File: config.mk
export PLATFORM = sky130hd
export DESIGN_NAME = alu_writeback_stage
export DESIGN_NICKNAME = d
export VERILOG_FILES = /design/src/rtl/nark_exec_pkg.sv /design/src/rtl/condition_check.sv /design/src/rtl/alu_writeback_stage.sv
export SDC_FILE = /design/constraint.sdc
export NUM_CORES = 1
export LEC_CHECK = 0
export ABC_CLOCK_PERIOD_IN_PS = 4160
export CAP_MARGIN = 40
export CORE_AREA = 4 4 81 83
export DETAILED_ROUTE_END_ITERATION = 6
export DIE_AREA = 0 0 85 87
export GPL_TIMING_DRIVEN = 0
export PLACE_DENSITY = 0.85
export REMOVE_ABC_BUFFERS = 1
export SYNTH_ARGS = -nofsm -noshare
export SYNTH_HDL_FRONTEND = slang
export SYNTH_SLANG_ARGS = --single-unit
File: constraint.sdc
create_clock -name CLK -period 4.16 [get_ports CLK]
set_input_delay 0.416 -clock CLK [delete_from_list [all_inputs] [get_ports CLK]]
set_output_delay 0.416 -clock CLK [all_outputs]
set_load 0.005 [all_outputs]
File: src/rtl/nark_exec_pkg.sv
// Shared execute-stage definitions: condition codes, ALU opcodes and NZCV bit positions.
package nark_exec_pkg;

    typedef enum logic [3:0] {
        COND_EQ = 4'd0,
        COND_NE = 4'd1,
        COND_CS = 4'd2,
        COND_CC = 4'd3,
        COND_MI = 4'd4,
        COND_PL = 4'd5,
        COND_VS = 4'd6,
        COND_VC = 4'd7,
        COND_HI = 4'd8,
        COND_LS = 4'd9,
        COND_GE = 4'd10,
        COND_LT = 4'd11,
        COND_GT = 4'd12,
        COND_LE = 4'd13,
        COND_AL = 4'd14,
        COND_NV = 4'd15
    } cond_e;

    localparam logic [1:0] OP_ADD  = 2'b00;
    localparam logic [1:0] OP_SUB  = 2'b01;
    localparam logic [1:0] OP_MUL  = 2'b10;
    localparam logic [1:0] OP_PASS = 2'b11;

    localparam int FLAG_N = 0;
    localparam int FLAG_Z = 1;
    localparam int FLAG_C = 2;
    localparam int FLAG_V = 3;

endpackage

File: src/rtl/condition_check.sv
// Combinational condition-code evaluator against an NZCV flag set; shared with branch resolution.
module condition_check
    import nark_exec_pkg::*;
(
    input  logic [3:0] cond,
    input  logic [3:0] nzcv,
    output logic       pass
);

    logic n_s;
    logic z_s;
    logic c_s;
    logic v_s;

    assign n_s = nzcv[FLAG_N];
    assign z_s = nzcv[FLAG_Z];
    assign c_s = nzcv[FLAG_C];
    assign v_s = nzcv[FLAG_V];

    // Decode the condition code into a pass/fail decision.
    always_comb begin
        pass = 1'b0;
        case (cond_e'(cond))
            COND_EQ: pass = z_s;
            COND_NE: pass = !z_s;
            COND_CS: pass = c_s;
            COND_CC: pass = !c_s;
            COND_MI: pass = n_s;
            COND_PL: pass = !n_s;
            COND_VS: pass = v_s;
            COND_VC: pass = !v_s;
            COND_HI: pass = c_s && !z_s;
            COND_LS: pass = !c_s || z_s;
            COND_GE: pass = (n_s == v_s);
            COND_LT: pass = (n_s != v_s);
            COND_GT: pass = !z_s && (n_s == v_s);
            COND_LE: pass = z_s || (n_s != v_s);
            COND_AL: pass = 1'b1;
            COND_NV: pass = 1'b0;
            default: pass = 1'b0;
        endcase
    end

endmodule

File: src/rtl/alu_writeback_stage.sv
// ALU writeback stage: conditional execution, NZCV status register and a 2-entry
// writeback skid buffer (head register plus one overflow slot) toward the register file.
module alu_writeback_stage
    import nark_exec_pkg::*;
#(
    parameter int BITS       = 24,
    parameter int REG_ADDR_W = 4
) (
    input  logic                  CLK,
    input  logic                  RESET,
    input  logic                  IN_VALID,
    output logic                  IN_READY,
    input  logic [BITS-1:0]       IN_RST,
    input  logic [3:0]            IN_FLAGS,
    input  logic [1:0]            IN_OP,
    input  logic                  IN_SET_FLAGS,
    input  logic [3:0]            IN_COND,
    input  logic                  IN_WB_EN,
    input  logic [REG_ADDR_W-1:0] IN_RD,
    output logic                  OUT_VALID,
    input  logic                  OUT_READY,
    output logic [BITS-1:0]       OUT_DATA,
    output logic [REG_ADDR_W-1:0] OUT_RD,
    output logic [3:0]            STATUS_NZCV,
    output logic                  C_FLAG
);

    logic [3:0]            nzcv_r;
    logic                  in_ready_r;
    logic                  out_valid_r;
    logic [BITS-1:0]       out_data_r;
    logic [REG_ADDR_W-1:0] out_rd_r;
    logic                  skid_valid_r;
    logic [BITS-1:0]       skid_data_r;
    logic [REG_ADDR_W-1:0] skid_rd_r;

    logic                  pass_s;
    logic                  accept_s;
    logic                  push_s;
    logic                  pop_s;
    logic                  flag_upd_s;
    logic                  out_valid_s;
    logic [BITS-1:0]       out_data_s;
    logic [REG_ADDR_W-1:0] out_rd_s;
    logic                  skid_valid_s;
    logic [BITS-1:0]       skid_data_s;
    logic [REG_ADDR_W-1:0] skid_rd_s;

    // Condition sees the flags as registered before this edge, never its own update.
    condition_check u_condition_check (
        .cond (IN_COND),
        .nzcv (nzcv_r),
        .pass (pass_s)
    );

    assign accept_s   = IN_VALID && in_ready_r;
    assign push_s     = accept_s && pass_s && IN_WB_EN;
    assign pop_s      = out_valid_r && OUT_READY;
    assign flag_upd_s = accept_s && pass_s && IN_SET_FLAGS && (IN_OP != OP_PASS);

    // Next-state of the head/skid pair; with both full, in_ready_r is low so no push can coincide.
    always_comb begin
        out_valid_s  = out_valid_r;
        out_data_s   = out_data_r;
        out_rd_s     = out_rd_r;
        skid_valid_s = skid_valid_r;
        skid_data_s  = skid_data_r;
        skid_rd_s    = skid_rd_r;
        if (pop_s) begin
            if (skid_valid_r) begin
                out_data_s   = skid_data_r;
                out_rd_s     = skid_rd_r;
                skid_valid_s = 1'b0;
            end else if (push_s) begin
                out_data_s = IN_RST;
                out_rd_s   = IN_RD;
            end else begin
                out_valid_s = 1'b0;
            end
        end else if (push_s) begin
            if (!out_valid_r) begin
                out_valid_s = 1'b1;
                out_data_s  = IN_RST;
                out_rd_s    = IN_RD;
            end else begin
                skid_valid_s = 1'b1;
                skid_data_s  = IN_RST;
                skid_rd_s    = IN_RD;
            end
        end else begin
            out_valid_s = out_valid_r;
        end
    end

    // State registers; ready is precomputed so it never depends on OUT_READY combinationally.
    always_ff @(posedge CLK or negedge RESET) begin
        if (!RESET) begin
            nzcv_r       <= 4'b0000;
            in_ready_r   <= 1'b1;
            out_valid_r  <= 1'b0;
            out_data_r   <= '0;
            out_rd_r     <= '0;
            skid_valid_r <= 1'b0;
            skid_data_r  <= '0;
            skid_rd_r    <= '0;
        end else begin
            if (flag_upd_s) begin
                nzcv_r <= IN_FLAGS;
            end
            in_ready_r   <= !(out_valid_s && skid_valid_s);
            out_valid_r  <= out_valid_s;
            out_data_r   <= out_data_s;
            out_rd_r     <= out_rd_s;
            skid_valid_r <= skid_valid_s;
            skid_data_r  <= skid_data_s;
            skid_rd_r    <= skid_rd_s;
        end
    end

    assign IN_READY    = in_ready_r;
    assign OUT_VALID   = out_valid_r;
    assign OUT_DATA    = out_data_r;
    assign OUT_RD      = out_rd_r;
    assign STATUS_NZCV = nzcv_r;
    assign C_FLAG      = nzcv_r[FLAG_C];

endmodule

== After elaboration in Yosys (flattened, before gate mapping) ==
Index checks and enable logic that the tools add are counted.

* Add/sub/neg operators: 0
* $mul: 0
* Divide/modulo/power cells: 0
* $lt $le $gt $ge: 0
* Equality and inequality tests: 19
* Shift-type cells: 0
* Multiplexer cells: 18
* Bitwise logic cells: 1
* Reductions and logical operators: 21

{| class="wikitable"
|+ Operator list
! operator !! number
|-
| two-way mux 24 bit || 5
|-
| equality test 4 bit, second input constant || 8
|-
| two-way mux 4 bit || 5
|-
| equality test 4 x 3 -> 1 bit, second input constant || 4
|-
| one-hot mux 1 bit (16 select lines) || 1
|-
| logical AND 1 bit || 9
|-
| equality test 4 x 2 -> 1 bit, second input constant || 2
|-
| two-way mux 1 bit || 7
|-
| AND reduction 3 bit || 2
|-
| logical NOT 1 bit || 5
|-
| equality test 4 x 1 -> 1 bit, second input constant || 1
|-
| logical NOT 4 bit || 1
|-
| nonzero test 2 bit || 2
|-
| logical OR 1 bit || 2
|-
| inequality test 2 x 1 -> 1 bit, second input constant || 1
|-
| inequality test 2 bit, second input constant || 1
|-
| equality test 1 bit || 1
|-
| inequality test 1 bit || 1
|-
| NOT 1 bit || 1
|}

* Bits in registers: 63
* Bits in latches: 0
* Bits in writable memories: 0
* ROM bits: 0
* Input port bits: 44
* Output and inout port bits: 35
* Word-level logic and storage cells: 67
* Memories kept: 0

== Longest topological paths before layout ==
Gate-level depths: netlist of the first run.

* Depth after elaboration: 10
* Depth in mapped cells: 9
* Mapped depth without buffers: 6

== Hierarchy ==
From an unflattened synthesis of the first run, not the netlist that was laid out.

* Cells, all modules: 199
* Area, all modules: 3113.0 um^2

{| class="wikitable"
|+ Modules (own cells, without submodules)
! module !! instances !! cells each !! area each (um^2) !! sequential area each (um^2)
|-
| alu_writeback_stage || 1 || 176 || 2957.8 || 1577.8
|-
| condition_check || 1 || 23 || 155.1 || 0.0
|}

== Worst setup path before layout of the first run ==
No wires, ideal clock.

* Path type: register to register
* Start: register nzcv_r[0], in the netlist STATUS_NZCV[0]
* End: register skid_data_r[17]
* Setup time: 0.125 ns
* Arrival time: 2.266 ns
* Required time: 4.035 ns
* Path slack: 1.769 ns
* Stages on the path, launching flop included: 9
* Buffers on the path: 2
* Period minus slack after synthesis: 2.391 ns
* Cells stage by stage: dfrtp_1 xor2_1 or4b_1 a31oi_2 o311ai_2 or2_1 buf_6 buf_6 mux2_4

* Cells in the longest elaborated chain, start to end: 6
* Elaborated cells on any way between the ends: 9
* Classes of those cells: eq/ne (2); mux (1); reduce/logical (6)

{| class="wikitable"
|+ Ends and longest elaborated chain
! element !! line !! text
|-
| start, declared || alu_writeback_stage.sv:28 || <nowiki>logic [3:0] nzcv_r;</nowiki>
|-
| start signal, assigned || alu_writeback_stage.sv:98 || <nowiki>nzcv_r <= 4'b0000;</nowiki>
|-
| start signal, assigned || alu_writeback_stage.sv:108 || <nowiki>nzcv_r <= IN_FLAGS;</nowiki>
|-
| inequality test 1 bit or equality test 1 bit (tied branches) || - ||
|-
| logical OR 1 bit or logical AND 1 bit (tied branches) || condition_check.sv:37, condition_check.sv:36 ||
|-
| one-hot mux 1 bit (16 select lines) (*) || condition_check.sv:23 || <nowiki>case (cond_e'(cond))</nowiki>
|-
| logical AND 1 bit (*) (2 in series) || alu_writeback_stage.sv:57 || <nowiki>assign push_s = accept_s && pass_s && IN_WB_EN;</nowiki>
|-
| AND reduction 3 bit (no source line) (*) || - ||
|-
| end signal, assigned || alu_writeback_stage.sv:115 || <nowiki>skid_data_r <= skid_data_s;</nowiki>
|-
| end, declared || alu_writeback_stage.sv:34 || <nowiki>logic [BITS-1:0] skid_data_r;</nowiki>
|}

Every way passes the cells marked *; elsewhere a longest branch is shown, timed or not.
A chain may end at the register's enable or synchronous reset.

== Worst setup path after layout of the first run ==
* Start: input port IN_COND[0]
* End: register skid_rd_r[2]

* Cells in the longest elaborated chain, start to end: 5
* Elaborated cells on any way between the ends: 20
* Classes of those cells: eq/ne (15); mux (1); reduce/logical (4)

{| class="wikitable"
|+ Ends and longest elaborated chain
! element !! line !! text
|-
| start, declared || alu_writeback_stage.sv:17 || <nowiki>input logic [3:0] IN_COND,</nowiki>
|-
| equality test 4 bit, or another cell as far along || condition_check.sv:23 ||
|-
| one-hot mux 1 bit (16 select lines) (*) || condition_check.sv:23 ||
|-
| logical AND 1 bit (*) (2 in series) || alu_writeback_stage.sv:57 ||
|-
| AND reduction 3 bit (no source line) (*) || - ||
|-
| end signal, assigned || alu_writeback_stage.sv:116 || <nowiki>skid_rd_r <= skid_rd_s;</nowiki>
|-
| end, declared || alu_writeback_stage.sv:35 || <nowiki>logic [REG_ADDR_W-1:0] skid_rd_r;</nowiki>
|}

Marks and branches as above.

==> flow_summary.toml, run 1 <==
[run_status]
run_status = "finished clean"

[power_and_ir_drop]
total_power_mw = 2.48
intPower_mw = 1.83
ir_worst_vdd_v = 0.000355
power_density_nw_per_um2 = 622
cellLeakagePower_nw = 1.73
share_comb_of_total_power_pct = 36.3
clkPwrFrac_pct = 21.2
p_sw_mw = 0.647
swShare_pct = 26.1
pwr-share-seq_pct = 42.6

[timing]
fin_crit_sh_pct = 75.9
drv_slew = 0
fin_tns_setup_ps = 0
tightest_slew_ps = 819
finClkSkew_ps = 6.35
rsz0062_at_grt = "no"
max_freq_mhz = 317
setup_viol = 0
finalHoldViolCount = 0
layout_setup_ws_ps = 1000
period_minus_slack_ps = 3160
slew_headroom_pct = 45.4

[min_path]
hold_path.class = "in -> async"

[final_layout]
drive_gt1_share_pct = 39.7
syn_to_final_growth_pct = 35.2
nNetsFinal = 327
stdcell_area_um2 = 3980
antenna_cells = 0

[clocking]
clock-root-buffer = "clkbuf_8"
clkSlewWorstSetupHoldPaths_ps = 60
clockBufferDepth = 2
cts_tree = "done"
cts_made_buffers = 9
clock-sinks = 63
cts_max_level = 3
ctsHoldBuffers = 0
clock_latency_ps = 330
ctsResizeCount = 0
post-cts-setup-buffers = 0

[place]
numPortBuffers = 78
place_area_um2 = 3790
globalplace.congestion = 0.807
dp_hpwl_um = 3810
preCtsSetupSlack_ps = 654

[floorplan]
core_um2 = 5850
die_area_um2 = 7400
fp.dieW_um = 85
die_h_um = 87
initial_utilization_pct = 50.4
boundaryPins = 79
rows = 28

[flow_run]
drv_cap = 0

[synthesis]
ys_seq_area_share_pct = 53.5
yosysTopAreaCell = "dfrtp_1"
synth_top_area_share_pct = 52.7
synth.distinct_cells = 34
syn-cell-area_um2 = 2950
synth_warnings = 0
ys_ff_latch = 63
synthCells = 203
synthTopCellsByArea = "dfrtp_1, mux2_2, mux2_4, buf_6, dfstp_2"
syn_area_per_cell_um2 = 14.5

[grt]
grt_pass1_vias = 1980
overflow = 0
antenna_found_initial = 0
grt_pass1_wl_um = 9420
grtUsageTotal_pct = 16.2
grt_max_degree = 64

[detailed_routing]
vias_per_cell = 5.11
first_pass_iters = 4
routed_wl_um = 5680
drc_errors = 0
drtAntennaViolNets = 0
drt-initial-drc-count = 49
avgRoutedWirePerCell_um = 15.7
vias = 1851

[critical_path]
startpoint = "IN_COND[0]"
cp-start-kind = "input port"
slowest_delay_ps = 750
endpoint_kind = "flop"
cp_slowest_cell = "or2_2"
cp_max_fo = 29
required_ps = 4370
path_class = "in -> reg"
crit_arrival_ps = 3370
worstPathCellList = "clkdlybuf4s50_1 -> nor2b_1 -> a221oi_1 -> a31o_2 -> o311ai_2 -> or2_2 -> mux2_2"
r2r-start = "STATUS_NZCV[0]"
stage by stage:
stage | hold slack, ps | util, % | instances
final | 159 | 68.1 | 362
after global routing | 208 | 68.1 | 362
after CTS | 193 | 68.1 | 362
after detailed placement | 490 | 64.7 | 347
after global placement | 484 | 64.0 | 346
after floorplan | 120 | - | 193
path summary, 6_finish.rpt:
check | to | slack, ps | depth (start not counted)
setup / recovery | skid_rd_r[2] | 1000 | 7
setup reg to reg | OUT_DATA[9] | 1370 | 7
min in group CLK | OUT_DATA[16] | 510 | 1
hold reg to reg | OUT_DATA[16] | 510 | 1
max in group asynchronous | STATUS_NZCV[2] | 3480 | 1
hold / removal | OUT_DATA[8] | 160 | 1
per-layer routing:
metal | GRT usage (%) | up-vias | wire (µm)
met4 | 7.34 | 0 | 54
met5 | 0 | - | 0
met3 | 4.92 | 6 | 305
met2 | 26.1 | 52 | 2660
met1 | 20.1 | 905 | 2660
li1 | - | 888 | -
critical path, delay by kind of cell:
| kind | cells | cell delay, ps |
|---|---|---|
| mux | 1 | 410 |
| buf+inv | 1 | 650 |
| simple gates | 2 | 1010 |
| compound gates | 3 | 860 |
area by class of cell:
class / count / area, µm²
repair buffers: 79 / 806
flip-flops and latches: 63 / 1580
inverters: 3 / 11.3
multi-input cells: 127 / 1300
fillers: 434 / 1870
clock inverters: 4 / 45.0
clock buffers: 11 / 151
well taps: 75 / 93.8
power by group through the flow:
stage	sequential (mW)	clock (mW)	combinational (mW)
after floorplan	1.05	0	0.415
after global placement	1.05	0	0.882
after detailed placement	1.06	0	0.911
after CTS	1.06	0.540	0.917
after global routing	1.09	0.568	0.973
final	1.05	0.525	0.898
kinds of logic after synthesis:
logic type	synth area share [%]
compound gates	3.44
xor+xnor	0.892
flops	53.5
simple gates	4.08
buf+inv	2.93
mux	35.1
flip-flops by register name, indices dropped and copies added, names as in the netlist:
name	flops
IN_READY	1
OUT_DATA	24
skid_valid_r	1
OUT_RD	4
OUT_VALID	1
STATUS_NZCV	4
skid_data_r	24
skid_rd_r	4
synth_stat cells:
cell	n
mux2_2	79
or4b_1	1
nor2_1	4
nand2b_1	1
o21ai_0	2
mux2_4	9
clkbuf_1	2
nand3_1	3
a2bb2oi_1	1
a221oi_1	1
xnor2_1	2
mux2i_1	1
inv_1	3
xor2_1	1
nor3_1	1
buf_6	4
a311oi_1	1
o311ai_2	1
or2_1	1
nor4_1	1
a21boi_0	1
a31oi_2	1
or2_2	2
nand2_1	6
a31o_2	1
nor2b_1	2
and3b_1	1
buf_2	3
buf_4	1
a211oi_1	1
dfstp_2	1
dfrtp_1	62
a21boi_1	1
a21oi_1	1
cell usage in the layout (no fill, tap or decap), types with 2 or more instances in the layout:
master and instances:
clkbuf_8 11, clkdlybuf4s50_1 77, clkinv_2 3, dfrtp_1 62, inv_1 3, mux2_2 79
mux2_4 9, nand2_1 6, nand3_1 2, nor2_1 4, nor2b_1 2, o21ai_0 2
or2_2 3, xnor2_1 2
No activity file was read; power rests on OpenSTA's default activity.
==> run 2, diff against run 1 <==
--- a/config.mk
+++ b/config.mk
@@ -5,13 +5,13 @@
 export SDC_FILE = /design/constraint.sdc
 export NUM_CORES = 1
 export LEC_CHECK = 0
-export ABC_CLOCK_PERIOD_IN_PS = 4160
+export ABC_CLOCK_PERIOD_IN_PS = 3000
 export CAP_MARGIN = 40
-export CORE_AREA = 4 4 81 83
+export CORE_AREA = 4 4 84 86
 export DETAILED_ROUTE_END_ITERATION = 6
-export DIE_AREA = 0 0 85 87
+export DIE_AREA = 0 0 88 90
 export GPL_TIMING_DRIVEN = 0
-export PLACE_DENSITY = 0.85
+export PLACE_DENSITY = 0.79
 export REMOVE_ABC_BUFFERS = 1
 export SYNTH_ARGS = -nofsm -noshare
 export SYNTH_HDL_FRONTEND = slang
==> constraint.sdc (replaced) <==
create_clock -name CLK -period 3 [get_ports CLK]
set_input_delay 0.3 -clock CLK [delete_from_list [all_inputs] [get_ports CLK]]
set_output_delay 0.3 -clock CLK [all_outputs]
set_load 0.005 [all_outputs]
==> flow_summary.toml, run 2 (synthesized netlist as in run 1, its figures left out) <==
[critical_path]
endpoint_kind = "flop"
cp-start-kind = "input port"
path_class = "in -> reg"
crit_arrival_ps = 3010
cp_max_fo = 29
r2r_cells = 7
required_ps = 3210

[power_and_ir_drop]
share_comb_of_total_power_pct = 36.6
clkPwrFrac_pct = 20.8
power_density_nw_per_um2 = 862
ir_worst_vdd_v = 0.000523
pwr-share-seq_pct = 42.6
swShare_pct = 27.2
intPower_mw = 2.50
p_sw_mw = 0.932
cellLeakagePower_nw = 1.73

[timing]
rsz0062_at_grt = "no"
setup_viol = 0
drv_slew = 0
finClkSkew_ps = 11.3
finalHoldViolCount = 0
slew_headroom_pct = 47.4
period_minus_slack_ps = 2800
tightest_slew_ps = 788
fin_crit_sh_pct = 93.4
fin_tns_setup_ps = 0
max_freq_mhz = 357

[min_path]
hold_path.class = "in -> async"

[clocking]
cts_max_level = 3
clkSlewWorstSetupHoldPaths_ps = 80
clockBufferDepth = 2
clock-root-buffer = "clkbuf_8"
cts_tree = "done"
cts_made_buffers = 9
clock-sinks = 63
clock_latency_ps = 330

[grt]
overflow = 0
grtUsageTotal_pct = 16.1
antenna_found_initial = 0
grt_pass1_wl_um = 9940
grt_max_degree = 64
grt_pass1_vias = 2043

[floorplan]
core_um2 = 6280
initial_utilization_pct = 46.9
rows = 29
boundaryPins = 79
die_area_um2 = 7920
fp.dieW_um = 88
die_h_um = 90

[detailed_routing]
wl_met2_um = 3000
vias = 1887
vias_per_cell = 5.17
routed-wl-met3_um = 260
drtAntennaViolNets = 0
top_layer = "met4"
met1_length_um = 2540
drc_errors = 0
routed_wl_um = 5900
first_pass_iters = 4
drt-initial-drc-count = 65
avgRoutedWirePerCell_um = 16.2

[final_layout]
drive_gt1_share_pct = 39.6
antenna_cells = 0
syn_to_final_growth_pct = 35.1
instances_no_fill = 365
nNetsFinal = 327
layout_commonest_cell = "mux2_2"
mostFrequentLayoutCells = "mux2_2, clkdlybuf4s50_1, dfrtp_1, mux2_4, clkbuf_8"

[place]
globalplace.congestion = 0.739
dp_hpwl_um = 4030
dp.cells = 349
numPortBuffers = 78

[run_status]
run_status = "finished clean"

[flow_run]
drv_cap = 0
## run 2: critical path: stages
cell	delay, ps
clkdlybuf4s50_1	650
nor2b_1	260
a221oi_1	120
a31o_2	240
o311ai_2	490
or2_4	520
mux2_2	400
## run 2: worst paths after layout
path                           startpoint             end  slack [ps]
max                            IN_COND[0]    skid_rd_r[2]         200
min                                 RESET       OUT_RD[1]          50
max reg2reg                STATUS_NZCV[0]    OUT_DATA[14]         310
min reg2reg                skid_data_r[9]  skid_data_r[9]         510
max in group asynchronous           RESET       OUT_RD[2]        2430
min in group CLK           skid_data_r[9]  skid_data_r[9]         510
## run 2: area by class of cell
cell class	count	area (µm²)
Clock inverter	6	61.3
Inverter	3	11.3
Sequential cell	63	1580
Fill cell	491	2300
Multi-Input combinational cell	127	1300
Timing Repair Buffer	79	806
Clock buffer	10	128
Tap cell	77	96.3
## run 2: layer usage
layer / GRT usage, % / vias to the layer above
li1: - / 891
met1: 20.3 / 945
met2: 26.6 / 41
met3: 3.47 / 10
met4: 6.14 / 0
met5: 0 / -
## run 2: timing repair
action,in CTS,in global routing
endpoints found under the setup margin,19,0
resized for setup,1,0
buffers inserted,0,0
hold buffers,0,0
## run 2: through the flow
step | total power [mW] | instance area, µm² | hold slack, ps | setup slack [ps] | utilization (%)
2_1_floorplan | 2.03 | 2870 | 4.41 | -335 | -
3_3_place_gp | 2.69 | 3750 | 483 | -1510 | 59.7
3_5_place_dp | 2.76 | 3790 | 450 | -393 | 60.4
4_1_cts | 3.48 | 3980 | 83.1 | 201 | 63.4
5_1_grt | 3.66 | 3980 | 107 | 33.5 | 63.4
6_report | 3.43 | 3980 | 48.6 | 199 | 63.4
## run 2: power groups by stage
stage | clock network [mW] | registers [mW] | logic, mW
6_report | 0.714 | 1.46 | 1.26
4_1_cts | 0.730 | 1.47 | 1.28
2_1_floorplan | 0 | 1.45 | 0.576
3_3_place_gp | 0 | 1.45 | 1.23
5_1_grt | 0.772 | 1.52 | 1.37
3_5_place_dp | 0 | 1.48 | 1.27
